===== src/rtl/music_pkg.sv =====
// Shared note constants, FSM state type and the pitch table (half-periods at a 100 kHz clock).
package music_pkg;

  localparam logic [5:0] NOTE_REST = 6'd0;
  localparam logic [5:0] NOTE_C3   = 6'd1;
  localparam logic [5:0] NOTE_A4   = 6'd22;
  localparam logic [5:0] NOTE_B6   = 6'd48;

  typedef enum logic [1:0] {
    ST_IDLE = 2'd0,
    ST_PLAY = 2'd1,
    ST_GAP  = 2'd2
  } voice_state_e;

  // Chromatic C3..B6, round(100000 / (2 * f)); rest codes return 1 so the counter just idles.
  function automatic logic [8:0] half_period(input logic [5:0] code);
    case (code)
      6'd1:  half_period = 9'd382;
      6'd2:  half_period = 9'd361;
      6'd3:  half_period = 9'd341;
      6'd4:  half_period = 9'd321;
      6'd5:  half_period = 9'd303;
      6'd6:  half_period = 9'd286;
      6'd7:  half_period = 9'd270;
      6'd8:  half_period = 9'd255;
      6'd9:  half_period = 9'd241;
      6'd10: half_period = 9'd227;
      6'd11: half_period = 9'd215;
      6'd12: half_period = 9'd202;
      6'd13: half_period = 9'd191;
      6'd14: half_period = 9'd180;
      6'd15: half_period = 9'd170;
      6'd16: half_period = 9'd161;
      6'd17: half_period = 9'd152;
      6'd18: half_period = 9'd143;
      6'd19: half_period = 9'd135;
      6'd20: half_period = 9'd128;
      6'd21: half_period = 9'd120;
      6'd22: half_period = 9'd114;
      6'd23: half_period = 9'd107;
      6'd24: half_period = 9'd101;
      6'd25: half_period = 9'd96;
      6'd26: half_period = 9'd90;
      6'd27: half_period = 9'd85;
      6'd28: half_period = 9'd80;
      6'd29: half_period = 9'd76;
      6'd30: half_period = 9'd72;
      6'd31: half_period = 9'd68;
      6'd32: half_period = 9'd64;
      6'd33: half_period = 9'd60;
      6'd34: half_period = 9'd57;
      6'd35: half_period = 9'd54;
      6'd36: half_period = 9'd51;
      6'd37: half_period = 9'd48;
      6'd38: half_period = 9'd45;
      6'd39: half_period = 9'd43;
      6'd40: half_period = 9'd40;
      6'd41: half_period = 9'd38;
      6'd42: half_period = 9'd36;
      6'd43: half_period = 9'd34;
      6'd44: half_period = 9'd32;
      6'd45: half_period = 9'd30;
      6'd46: half_period = 9'd28;
      6'd47: half_period = 9'd27;
      6'd48: half_period = 9'd25;
      default: half_period = 9'd1;
    endcase
  endfunction

  function automatic logic is_rest(input logic [5:0] code);
    is_rest = (code == NOTE_REST) || (code > NOTE_B6);
  endfunction

endpackage


===== src/rtl/ms_timer.sv =====
// Millisecond timer: prescaler over the latched T plus a remaining-ms down-counter.
// last_tick_o is high in the final cycle of the loaded interval; load wins over counting.
module ms_timer #(
  parameter int REM_W = 12
) (
  input  logic             clk,
  input  logic             rst,
  input  logic             latch_t_i,
  input  logic [15:0]      tpm_i,
  input  logic             load_i,
  input  logic [REM_W-1:0] load_ms_i,
  input  logic             en_i,
  output logic             last_tick_o
);

  logic [15:0]      t_q, t_d;
  logic [15:0]      presc_q, presc_d;
  logic [REM_W-1:0] rem_q, rem_d;
  logic             wrap;

  assign wrap        = (presc_q == t_q - 16'd1);
  assign last_tick_o = en_i && wrap && (rem_q == REM_W'(1));

  always_comb begin
    t_d     = t_q;
    presc_d = presc_q;
    rem_d   = rem_q;
    if (latch_t_i) begin
      t_d = (tpm_i == 16'd0) ? 16'd1 : tpm_i;
    end
    if (load_i) begin
      presc_d = 16'd0;
      rem_d   = load_ms_i;
    end else if (en_i) begin
      if (wrap) begin
        presc_d = 16'd0;
        rem_d   = rem_q - REM_W'(1);
      end else begin
        presc_d = presc_q + 16'd1;
      end
    end
  end

  always_ff @(posedge clk) begin
    if (rst) begin
      t_q     <= 16'd0;
      presc_q <= 16'd0;
      rem_q   <= '0;
    end else begin
      t_q     <= t_d;
      presc_q <= presc_d;
      rem_q   <= rem_d;
    end
  end

endmodule


===== src/rtl/tone_sequencer_voice.sv =====
// One-voice note player: square wave for D ms, GAP_MS ms of silence, then a done pulse.
// Accepts the next command in the done cycle, so back-to-back notes have no idle gap.
module tone_sequencer_voice
  import music_pkg::*;
#(
  parameter int GAP_MS = 10,
  parameter int DUR_W  = 12
) (
  input  logic             clk,
  input  logic             rst,
  input  logic [15:0]      ticks_per_milli,
  input  logic             note_valid,
  input  logic [5:0]       note_code,
  input  logic [DUR_W-1:0] note_dur_ms,
  output logic             note_ready,
  output logic             sound,
  output logic             busy,
  output logic             done
);

  localparam int GAP_W = (GAP_MS > 0) ? $clog2(GAP_MS + 1) : 1;
  localparam int REM_W = (DUR_W > GAP_W) ? DUR_W : GAP_W;

  voice_state_e     state_q, state_d;
  logic [5:0]       code_q, code_d;
  logic [8:0]       half_q, half_d;
  logic             sound_q, sound_d;
  logic             done_q, done_d;

  logic             tmr_latch, tmr_load, tmr_en, tmr_last;
  logic [REM_W-1:0] tmr_ms;

  assign tmr_en = (state_q != ST_IDLE);

  ms_timer #(.REM_W(REM_W)) u_ms_timer (
    .clk        (clk),
    .rst        (rst),
    .latch_t_i  (tmr_latch),
    .tpm_i      (ticks_per_milli),
    .load_i     (tmr_load),
    .load_ms_i  (tmr_ms),
    .en_i       (tmr_en),
    .last_tick_o(tmr_last)
  );

  always_comb begin
    state_d   = state_q;
    code_d    = code_q;
    half_d    = half_q;
    sound_d   = sound_q;
    done_d    = 1'b0;
    tmr_latch = 1'b0;
    tmr_load  = 1'b0;
    tmr_ms    = '0;
    case (state_q)
      ST_IDLE: begin
        if (note_valid) begin
          code_d    = note_code;
          half_d    = half_period(note_code) - 9'd1;
          sound_d   = 1'b0;
          tmr_latch = 1'b1;
          tmr_load  = 1'b1;
          tmr_ms    = REM_W'(note_dur_ms);
          // A zero-length note completes immediately without PLAY or GAP.
          if (note_dur_ms == '0) done_d = 1'b1;
          else                   state_d = ST_PLAY;
        end
      end
      ST_PLAY: begin
        if (half_q == 9'd0) begin
          half_d = half_period(code_q) - 9'd1;
          if (!is_rest(code_q)) sound_d = ~sound_q;
        end else begin
          half_d = half_q - 9'd1;
        end
        if (tmr_last) begin
          sound_d = 1'b0;
          if (GAP_MS == 0) begin
            state_d = ST_IDLE;
            done_d  = 1'b1;
          end else begin
            state_d  = ST_GAP;
            tmr_load = 1'b1;
            tmr_ms   = REM_W'(GAP_MS);
          end
        end
      end
      ST_GAP: begin
        if (tmr_last) begin
          state_d = ST_IDLE;
          done_d  = 1'b1;
        end
      end
      default: state_d = ST_IDLE;
    endcase
  end

  always_ff @(posedge clk) begin
    if (rst) begin
      state_q <= ST_IDLE;
      code_q  <= 6'd0;
      half_q  <= 9'd0;
      sound_q <= 1'b0;
      done_q  <= 1'b0;
    end else begin
      state_q <= state_d;
      code_q  <= code_d;
      half_q  <= half_d;
      sound_q <= sound_d;
      done_q  <= done_d;
    end
  end

  assign note_ready = (state_q == ST_IDLE);
  assign busy       = (state_q != ST_IDLE);
  assign sound      = sound_q;
  assign done       = done_q;

endmodule


===== config.mk =====
export PLATFORM = sky130hd
export DESIGN_NAME = tone_sequencer_voice
export DESIGN_NICKNAME = d
export VERILOG_FILES = /design/src/rtl/music_pkg.sv /design/src/rtl/ms_timer.sv /design/src/rtl/tone_sequencer_voice.sv
export SDC_FILE = /design/constraint.sdc
export NUM_CORES = 1
export LEC_CHECK = 0
export CORE_ASPECT_RATIO = 0.8
export CORE_MARGIN = 1
export CORE_UTILIZATION = 35
export CTS_CLUSTER_DIAMETER = 150
export DETAILED_ROUTE_END_ITERATION = 12
export GPL_TIMING_DRIVEN = 0
export HOLD_SLACK_MARGIN = 0.03
export PLACE_DENSITY_LB_ADDON = 0.05
export SLEW_MARGIN = 20
export SYNTH_ARGS = -nofsm -noshare
export SYNTH_HDL_FRONTEND = slang
export SYNTH_SLANG_ARGS = --single-unit

===== constraint.sdc =====
create_clock -name clk -period 9.07 [get_ports clk]
set_input_delay 2.721 -clock clk [delete_from_list [all_inputs] [get_ports clk]]
set_output_delay 2.721 -clock clk [all_outputs]
set_load 0.005 [all_outputs]

==> metrics.md <==
| Metric | Value |
|---|---|
| Status | `completed` |
| Max Clk Rate | `151 MHz` |
| Number of flops mapped to enable cells by yosys | `0` |
| Gr usage total | `0.215` |
| Die area | `about 0.016 mm^2` |
| CP bufs+invs | `3` |
| Yosys reg bits | `72` |
| H-tree levels | `3` |
| CTS clk-pin slew, worst paths | `0.06 ns` |
| Peak VDD IR | `0.0892 mV` |
| Number of global-route vias before repair | `5168` |
| Final min period | `roughly 6.6 ns` |
| Initial antenna violation count | `0` |
| Starting density of the core | `0.358` |
| Slowest-stage cell, CP | `nor2_1` |
| I/O Pins | `41` |
| RSZ-0062 raised after global routing | `no` |
| CTS tree | `built` |
| Max Slew Vio Count | `0` |
| Mapped Nets | `765` |
| Most frequent cells in the layout | `89 x nand2_1, 72 x dfxtp_1, 62 x nor2_1, 55 x a21oi_1, 39 x clkdlybuf4s50_1` |
| Ant. Diodes | `0` |
| Cells along the critical path | `clkdlybuf4s50_1 -> nor3b_1 -> clkbuf_1 -> mux2i_1 -> nor2_1 -> inv_1 -> ha_1 -> nor3_1 -> a21oi_1 -> o21ai_0 -> o21ai_0 -> o22ai_1` |
| Hold Vio Cnt, Final | `0` |
| CTS root buf | `clkbuf_16` |
| Power per Cell Area | `164 mW/mm^2` |
| CP Capture Type | `register` |
| Most used cell, CP | `o21ai_0` |
| PortBufs | `39` |
| Async set-reset flop share out of synthesis | `0` |
| Seq/Total Area, Yosys | `0.268` |
| Most common cell after layout, fill and taps aside | `nand2_1` |
| Final setup viols | `0` |
| Synth top area cells | `dfxtp_1 27%, nand2_1 6.2%, a21oi_1 5.1%` |
| CP max stage delay | `between 0.5 and 0.6 ns` |
| Skew-Pair Late Insertion Delay | `approximately 0.34 ns` |
| Syn Inst Count | `708` |
| FP Rows | `40` |
| CP delay by family, top | `simple AND/OR/NAND/NOR gates` |
| Relative slew slack | `0.497` |
| Routed length per placed instance | `17.7 um` |
| Gr ovfl total | `0` |
| Total of max-cap violations | `0` |
| Post-CTS resize count | `0` |
| Crit Path Category | `in2reg` |
| Die X | `140 um` |
| Num CTS Buffers | `9` |
| Drt initial violations | `481` |
| Worst Skew | `0.00623 ns` |
| Router iterations before antenna repair | `5` |
| Final Instance Area | `0.00633 mm^2` |
| GP Congestion | `0.896` |
| Hpwl dp | `about 13000 um` |
| Final period util | `0.729` |
| Total setup buffers inserted after CTS | `0` |
| Ys flop type | `dfxtp_1` |
| Utilization after layout | `0.421` |
| Leakage power | `2.34 nW` |
| Sink Count | `72` |
| Core area | `0.0150 mm^2` |
| Die Span Y | `approximately 110 um` |
| Syn Area/Cell | `7.58 um^2` |
| Arr. time, crit path | `6.85 ns` |
| Largest net degree at the start of global routing | `15` |
| Share of cells above drive strength 1 | `0.0734` |
| Hold_buf cts | `0` |
| Crit-path max FO | `10` |
| First-pass GRT wire length | `27200 um` |
| Layout area overhead | `17.8%` |
| Via density | `5.82` |
| Clk buf depth | `2` |
| Routed vias | `5536` |
| DRC | `0` |
| Crit start category | `input pin` |
| Synth area leader | `dfxtp_1` |
| Area after DPL | `0.00600 mm^2` |
| Worst Max-Slew Pin Slew | `0.748 ns` |
| TNS Setup | `0 ns` |
| # nets final | `815` |
| YS warnings | `0` |
| Area share of the largest cell type after synthesis | `0.268` |
| Yosys cell types | `74` |
| WP data required | `9.31 ns` |
| Worst hold path class | `reg2reg` |
| Synthesized cell area | `roughly 0.0054 mm^2` |
| ANT nets after route | `0` |
| Overall routed net length | `16900 um` |
[power by group]
| group | total [mW] | leakage (nW) | switching [mW] | internal (mW) |
|---|---|---|---|---|
| clock network | 0.393 | 0.161 | 0.149 | 0.244 |
| registers | 0.367 | 0.591 | 0.0258 | 0.341 |
| logic | 0.277 | 1.59 | 0.165 | 0.112 |
[stage by stage]
step / hold WS (ns) / power [mW] / setup slack, ns / cells
after floorplan: 0.441 / 0.557 / 3.80 / 708
after global placement: 0.466 / 0.642 / 2.07 / 936
after detailed placement: 0.466 / 0.645 / 2.08 / 936
after CTS: 0.474 / 1.04 / 2.43 / 952
after global routing: 0.496 / 1.09 / 2.12 / 952
final: 0.472 / 1.04 / 2.46 / 952
[cell type report]
class	count	area, um^2
multi-input cells	559	3560
clock buffers	9	225
repair buffers	39	390
inverters	29	109
flip-flops and latches	72	1440
plain buffers	48	263
clock inverters	7	104
well taps	189	236
fillers	1556	8690
[logic make-up (layout without fill, tap and decap cells)]
group / after synthesis / in the layout / share of synthesized area
simple gates: 300 / 300 / 0.289
compound gates: 183 / 183 / 0.228
buf+inv: 77 / 132 / 0.0692
flops: 72 / 72 / 0.268
xor+xnor: 40 / 40 / 0.0652
fa+ha+maj: 20 / 20 / 0.0466
mux: 16 / 16 / 0.0331
[cells in the mapped netlist, types with 3 or more instances]
master / count
or4_1: 9
nor4_1: 15
mux2_2: 4
nor2b_1: 7
o2111ai_1: 5
nand4_1: 14
a211o_1: 3
a211oi_1: 12
o211ai_1: 10
clkbuf_1: 34
dfxtp_1: 72
o21a_1: 4
clkbuf_8: 7
ha_1: 20
or2_2: 7
inv_1: 29
xnor2_1: 19
nor2_1: 62
a41oi_1: 5
buf_2: 4
o311ai_0: 4
xor2_1: 21
mux2i_1: 11
nor3_1: 17
a31oi_1: 16
nand3_1: 25
o21ai_0: 26
nand3b_1: 6
nand2b_1: 10
o22ai_1: 3
and2_1: 3
o31ai_1: 4
nor3b_1: 5
a221oi_1: 3
a21oi_1: 55
nand2_1: 89
and3_1: 8
a311oi_1: 5
o221ai_1: 7
or3_1: 6
[metal layers]
| metal | global-route usage | wire length (um) | vias to the layer above |
|---|---|---|---|
| li1 | - | - | 2689 |
| met1 | 0.325 | 8880 | 2655 |
| met2 | 0.320 | 7020 | 181 |
| met3 | 0.0351 | 851 | 11 |
| met4 | 0.0391 | 101 | 0 |
| met5 | 0 | 0 | - |
[path summary, 6_finish.rpt]
check                     startpoint                  to  slack, ns  cells after the start
setup reg to reg          state_q[0]            register       5.00                     11
hold reg to reg   u_ms_timer.t_q[15]  u_ms_timer.t_q[15]       0.47                      2
hold / removal    u_ms_timer.t_q[15]  u_ms_timer.t_q[15]       0.47                      2
setup / recovery          note_valid            register       2.46                     12
[worst min-delay path, cell delays in order (launching register included)]
cell and delay, ns:
dfxtp_1 0.32, nand2_1 0.05, a21oi_1 0.06
(Power assumes the default switching activity.)
==> variant 1 (same flow settings) <==
Set the parameter `DUR_W` to 10 (it was 12).
--- a/src/rtl/tone_sequencer_voice.sv
+++ b/src/rtl/tone_sequencer_voice.sv
@@ -5,5 +5,5 @@
 #(
   parameter int GAP_MS = 10,
-  parameter int DUR_W  = 12
+  parameter int DUR_W  = 10
 ) (
   input  logic             clk,
Ports: changed (resized note_dur_ms); port bits go from 41 to 39. No check against the original RTL was run, so the function may have changed too.
==> variant 1 against the unedited design <==
  * Die area fell by 4.7%
  * Critical path type unchanged
  * Wire length fell by 11%
  * Power fell by 6.7%
  * Area after synthesis fell by 4.8%
  * Sequential cell count fell by 2
  * Final area fell by 5.0%
  * Largest cell class unchanged
  * Sequential share of layout area rose by 0.53 points
  * Worst setup slack improved by 0.42 ns
==> variant 1: results (changes against the unedited design) <==
| Metric | Value |
|---|---|
| GRT Overall Usage | 20.5% (was 21.5%) |
| Inst Count DP | 887 (was 936) |
| Final Skew | 0.00739 ns (was 0.00623 ns) |
| Post-synthesis mux area share | 3.84% (was 3.31%) |
| Status | finished, final reports clean (unchanged) |
| Syn_nets | 720 (was 765) |
| I/O Buffers | 38 (was 39) |
| Metal2 WL | 6720 um (was 7020 um) |
| Static Leak | 2.20 nW (was 2.34 nW) |
| XOR/XNOR Fraction of Synth Area | 6.85% (was 6.52%) |
| Worst path arrival time | 6.44 ns (was 6.85 ns) |
| Vias in the first global route | 4519 (was 5168) |
| Switch Pwr | 0.000320 W (was 0.000340 W) |
| Synth top area cells | dfxtp_1 (27%), nand2_1 (5.7%), a21oi_1 (5.4%) (was dfxtp_1 (27%), nand2_1 (6.2%), a21oi_1 (5.1%)) |
| DR iter-0 viols | 488 (was 481) |
| Start point of the critical path | note_code[1] (was note_valid) |
| Share of layout cells above drive strength 1 | 8.76% (was 7.34%) |
| Metal-1 WL | 7400 um (was 8880 um) |
| Pre-CTS setup slack | 2.61 ns (was 2.08 ns) |
| Met2 GRT Util | 31.6% (was 32.0%) |
| Pin count of the biggest net entering global routing | 13 (was 15) |
| Nets | 769 (was 815) |
| Max incr delay on CP | 0.55 ns (was 0.58 ns) |
| Fin crit period | 6.19 ns (was 6.61 ns) |
| Post-synthesis compound-gate area fraction | 25.1% (was 22.8%) |
| DP HPWL | 11500 um (was 12900 um) |
| Sequential-to-total area share from yosys stat | 27.4% (was 26.8%) |
| Worst-margin pin slew | 0.887 ns (was 0.748 ns) |
variant 1: cell count changes in the layout (fill, tap and decap cells not counted), moves of 8 or more:
cell      unedited run  this run
inv_1               29        20
nand2_1             89        77
nand4_1             14         5
a211oi_1            12        20
variant 1: path summary, 6_finish.rpt:
check              end  cells past startpoint
max          half_q[8]                     11
max reg2reg       flop                     12
min reg2reg  half_q[0]                      2
min          half_q[0]                      2
variant 1: final cells by class:
| cell class | instances | area [um2] |
|---|---|---|
| fill | 1466 | 8240 |
| multi-input combinational | 531 | 3440 |
| sequential | 70 | 1400 |
| timing repair buffer | 38 | 380 |
| clock buffer | 11 | 253 |
| tap | 184 | 230 |
| buffer | 40 | 186 |
| inverter | 24 | 90.1 |
| clock inverter | 5 | 33.8 |
variant 1: worst max-delay path: cells and delay by family:
kind	cells	cell delay, ns
muxes	2	0.35
AOI/OAI and AO/OA	3	1.02
and+or+nand+nor	2	0.75
adders and majority gates	1	0.43
buffers and inverters	3	1.17
==> variant 2 (same flow settings) <==
Without the edit above. `t_q` no longer has a reset.
--- a/src/rtl/ms_timer.sv
+++ b/src/rtl/ms_timer.sv
@@ -44,9 +44,7 @@
   always_ff @(posedge clk) begin
     if (rst) begin
-      t_q     <= 16'd0;
       presc_q <= 16'd0;
       rem_q   <= '0;
     end else begin
-      t_q     <= t_d;
       presc_q <= presc_d;
       rem_q   <= rem_d;
@@ -54,4 +52,8 @@
   end
 
+  always_ff @(posedge clk) begin
+    t_q <= t_d;
+  end
+
 endmodule
 
Formal check against the unedited RTL: same outputs for any inputs over 10 cycles, from zero or initial values and one cycle with rst high; that may be too few to reach the edited logic, so the function may still have changed.
==> variant 2 against the unedited design <==
  * Cell count shrank 4.6%
  * Area after synthesis shrank 1.0%
  * Final area shrank 2.0%
  * Power shrank 10%
  * Wire length shrank 11%
  * Worst setup slack gained 0.46 ns
  * Clock skew grew 0.0040 ns
  * Global-route usage shrank 2.0 points
  * Clock power shrank 17%
  * Critical path depth is the same
  * Sequential cell count is the same
==> variant 2: results (changes against the unedited design) <==
| Metric | Value |
|---|---|
| Worst path arrival time | 6.41 ns (was 6.85 ns) |
| Final Skew | 0.0102 ns (was 0.00623 ns) |
| Cell variety after synth | 77 (was 74) |
| EDFF count, synth | 16 (was 0) |
| Static Leak | 2.21 nW (was 2.34 nW) |
| Synth top area cells | dfxtp_1 (21%), edfxtp_1 (9.0%), nor2_1 (4.7%) (was dfxtp_1 (27%), nand2_1 (6.2%), a21oi_1 (5.1%)) |
| Sequential-to-total area share from yosys stat | 30.1% (was 26.8%) |
| Max_slew headroom | 45.4% (was 49.7%) |
| Nets | 776 (was 815) |
| Syn_nets | 727 (was 765) |
| DP HPWL | 11500 um (was 12900 um) |
| Area after DPL | 0.00593 mm2 (was 0.00600 mm2) |
| Flip-flop and latch area | 0.00160 mm2 (was 0.00144 mm2) |
| WL/cell | 16.5 um (was 17.7 um) |
| Status | finished, final reports clean (unchanged) |
| Pin count of the biggest net entering global routing | 26 (was 15) |
| Crit path max-delay family | buffers and inverters (was simple AND/OR/NAND/NOR gates) |
| DR iter-0 viols | 383 (was 481) |
| I/O Buffers | 38 (was 39) |
| Diodes inserted | 0 (unchanged) |
| Sink Count | 72 (unchanged) |
| FF-to-FF path depth | 15 (was 11) |
| Worst hold path type | flop to flop (unchanged) |
| Fill count | 1478 (was 1556) |
| Vias in the first global route | 4916 (was 5168) |
| Slowest CP cell | a2111oi_0 (was nor2_1) |
| Max incr delay on CP | 0.54 ns (was 0.58 ns) |
| GRT Overall Usage | 19.5% (was 21.5%) |
| Max VDD drop | 0.000119 V (was 0.0000892 V) |
| Global-route wire length before repair | 24600 um (was 27200 um) |
| Most frequent cells after synthesis | nor2_1 (67), dfxtp_1 (56), nand2_1 (54) (was nand2_1 (89), dfxtp_1 (72), nor2_1 (62)) |
| Routed vias/inst | 5.67 (was 5.82) |
| TritonCTS Buffers | 9 (unchanged) |
| Gpl congestion | 0.882 (was 0.896) |
| Share of layout cells above drive strength 1 | 7.60% (was 7.34%) |
variant 2: cell count changes after synthesis, moves of 7 or more:
cell | before | now
nand2_1 | 89 | 54
dfxtp_1 | 72 | 56
nand4_1 | 14 | 7
edfxtp_1 | 0 | 16
clkbuf_1 | 34 | 43
a21oi_1 | 55 | 48
variant 2: layer usage:
layer / vias up / global-route usage (%) / share of wire, %
met4: 0 / 5.86 / 1.2
li1: 2563 / - / -
met1: 2429 / 25.9 / 49
met2: 142 / 31.7 / 46
met3: 13 / 4.22 / 4.8
met5: - / 0 / 0
variant 2: cells by family (layout without fill, tap and decap cells):
group / Yosys count / in the layout / share of synthesized area, %
flip-flops: 72 / 72 / 30.1
multiplexers: 11 / 11 / 2.59
XOR/XNOR: 39 / 39 / 6.43
AND/OR/NAND/NOR: 259 / 259 / 25.4
AO/OA/AOI/OAI: 185 / 185 / 23.6
adder cells (fa/ha/maj): 20 / 20 / 4.71
buffers and inverters: 84 / 138 / 7.06
variant 2: worst register-to-register path: cells and delay by family (launching register included):
family | cells | cell delay, ns
simple gates | 4 | 1.48
buf+inv | 5 | 1.07
compound gates | 4 | 0.61
fa+ha+maj | 1 | 0.36
flops | 1 | 0.35
mux | 1 | 0.15
variant 2: per-stage QoR:
step | instances | setup slack (ns)
after floorplan | 670 | 3.92
after global placement | 892 | 2.64
after detailed placement | 892 | 2.65
after CTS | 908 | 2.98
after global routing | 908 | 2.70
final | 908 | 2.92
variant 2: path summary, 6_finish.rpt:
kind	start	to	slack [ns]
worst min-delay path	u_ms_timer.rem_q[10]	u_ms_timer.rem_q[10]	0.46
worst max register to register	state_q[0]	flop	5.00
worst min register to register	u_ms_timer.rem_q[10]	u_ms_timer.rem_q[10]	0.46
worst max-delay path	note_code[0]	half_q[7]	2.92
variant 2: layout make-up:
type,count,share of cell area [%]
multi-input cells,514,53.8
well taps,184,3.71
repair buffers,38,6.14
clock inverters,5,0.484
flip-flops and latches,72,25.8
clock buffers,11,3.92
plain buffers,51,4.08
inverters,33,2.00
variant 2: report_power, final:
part | internal, W | switching [W]
clock network | 0.000192 | 0.000137
registers | 0.000353 | 0.0000198
logic | 0.0000964 | 0.000134
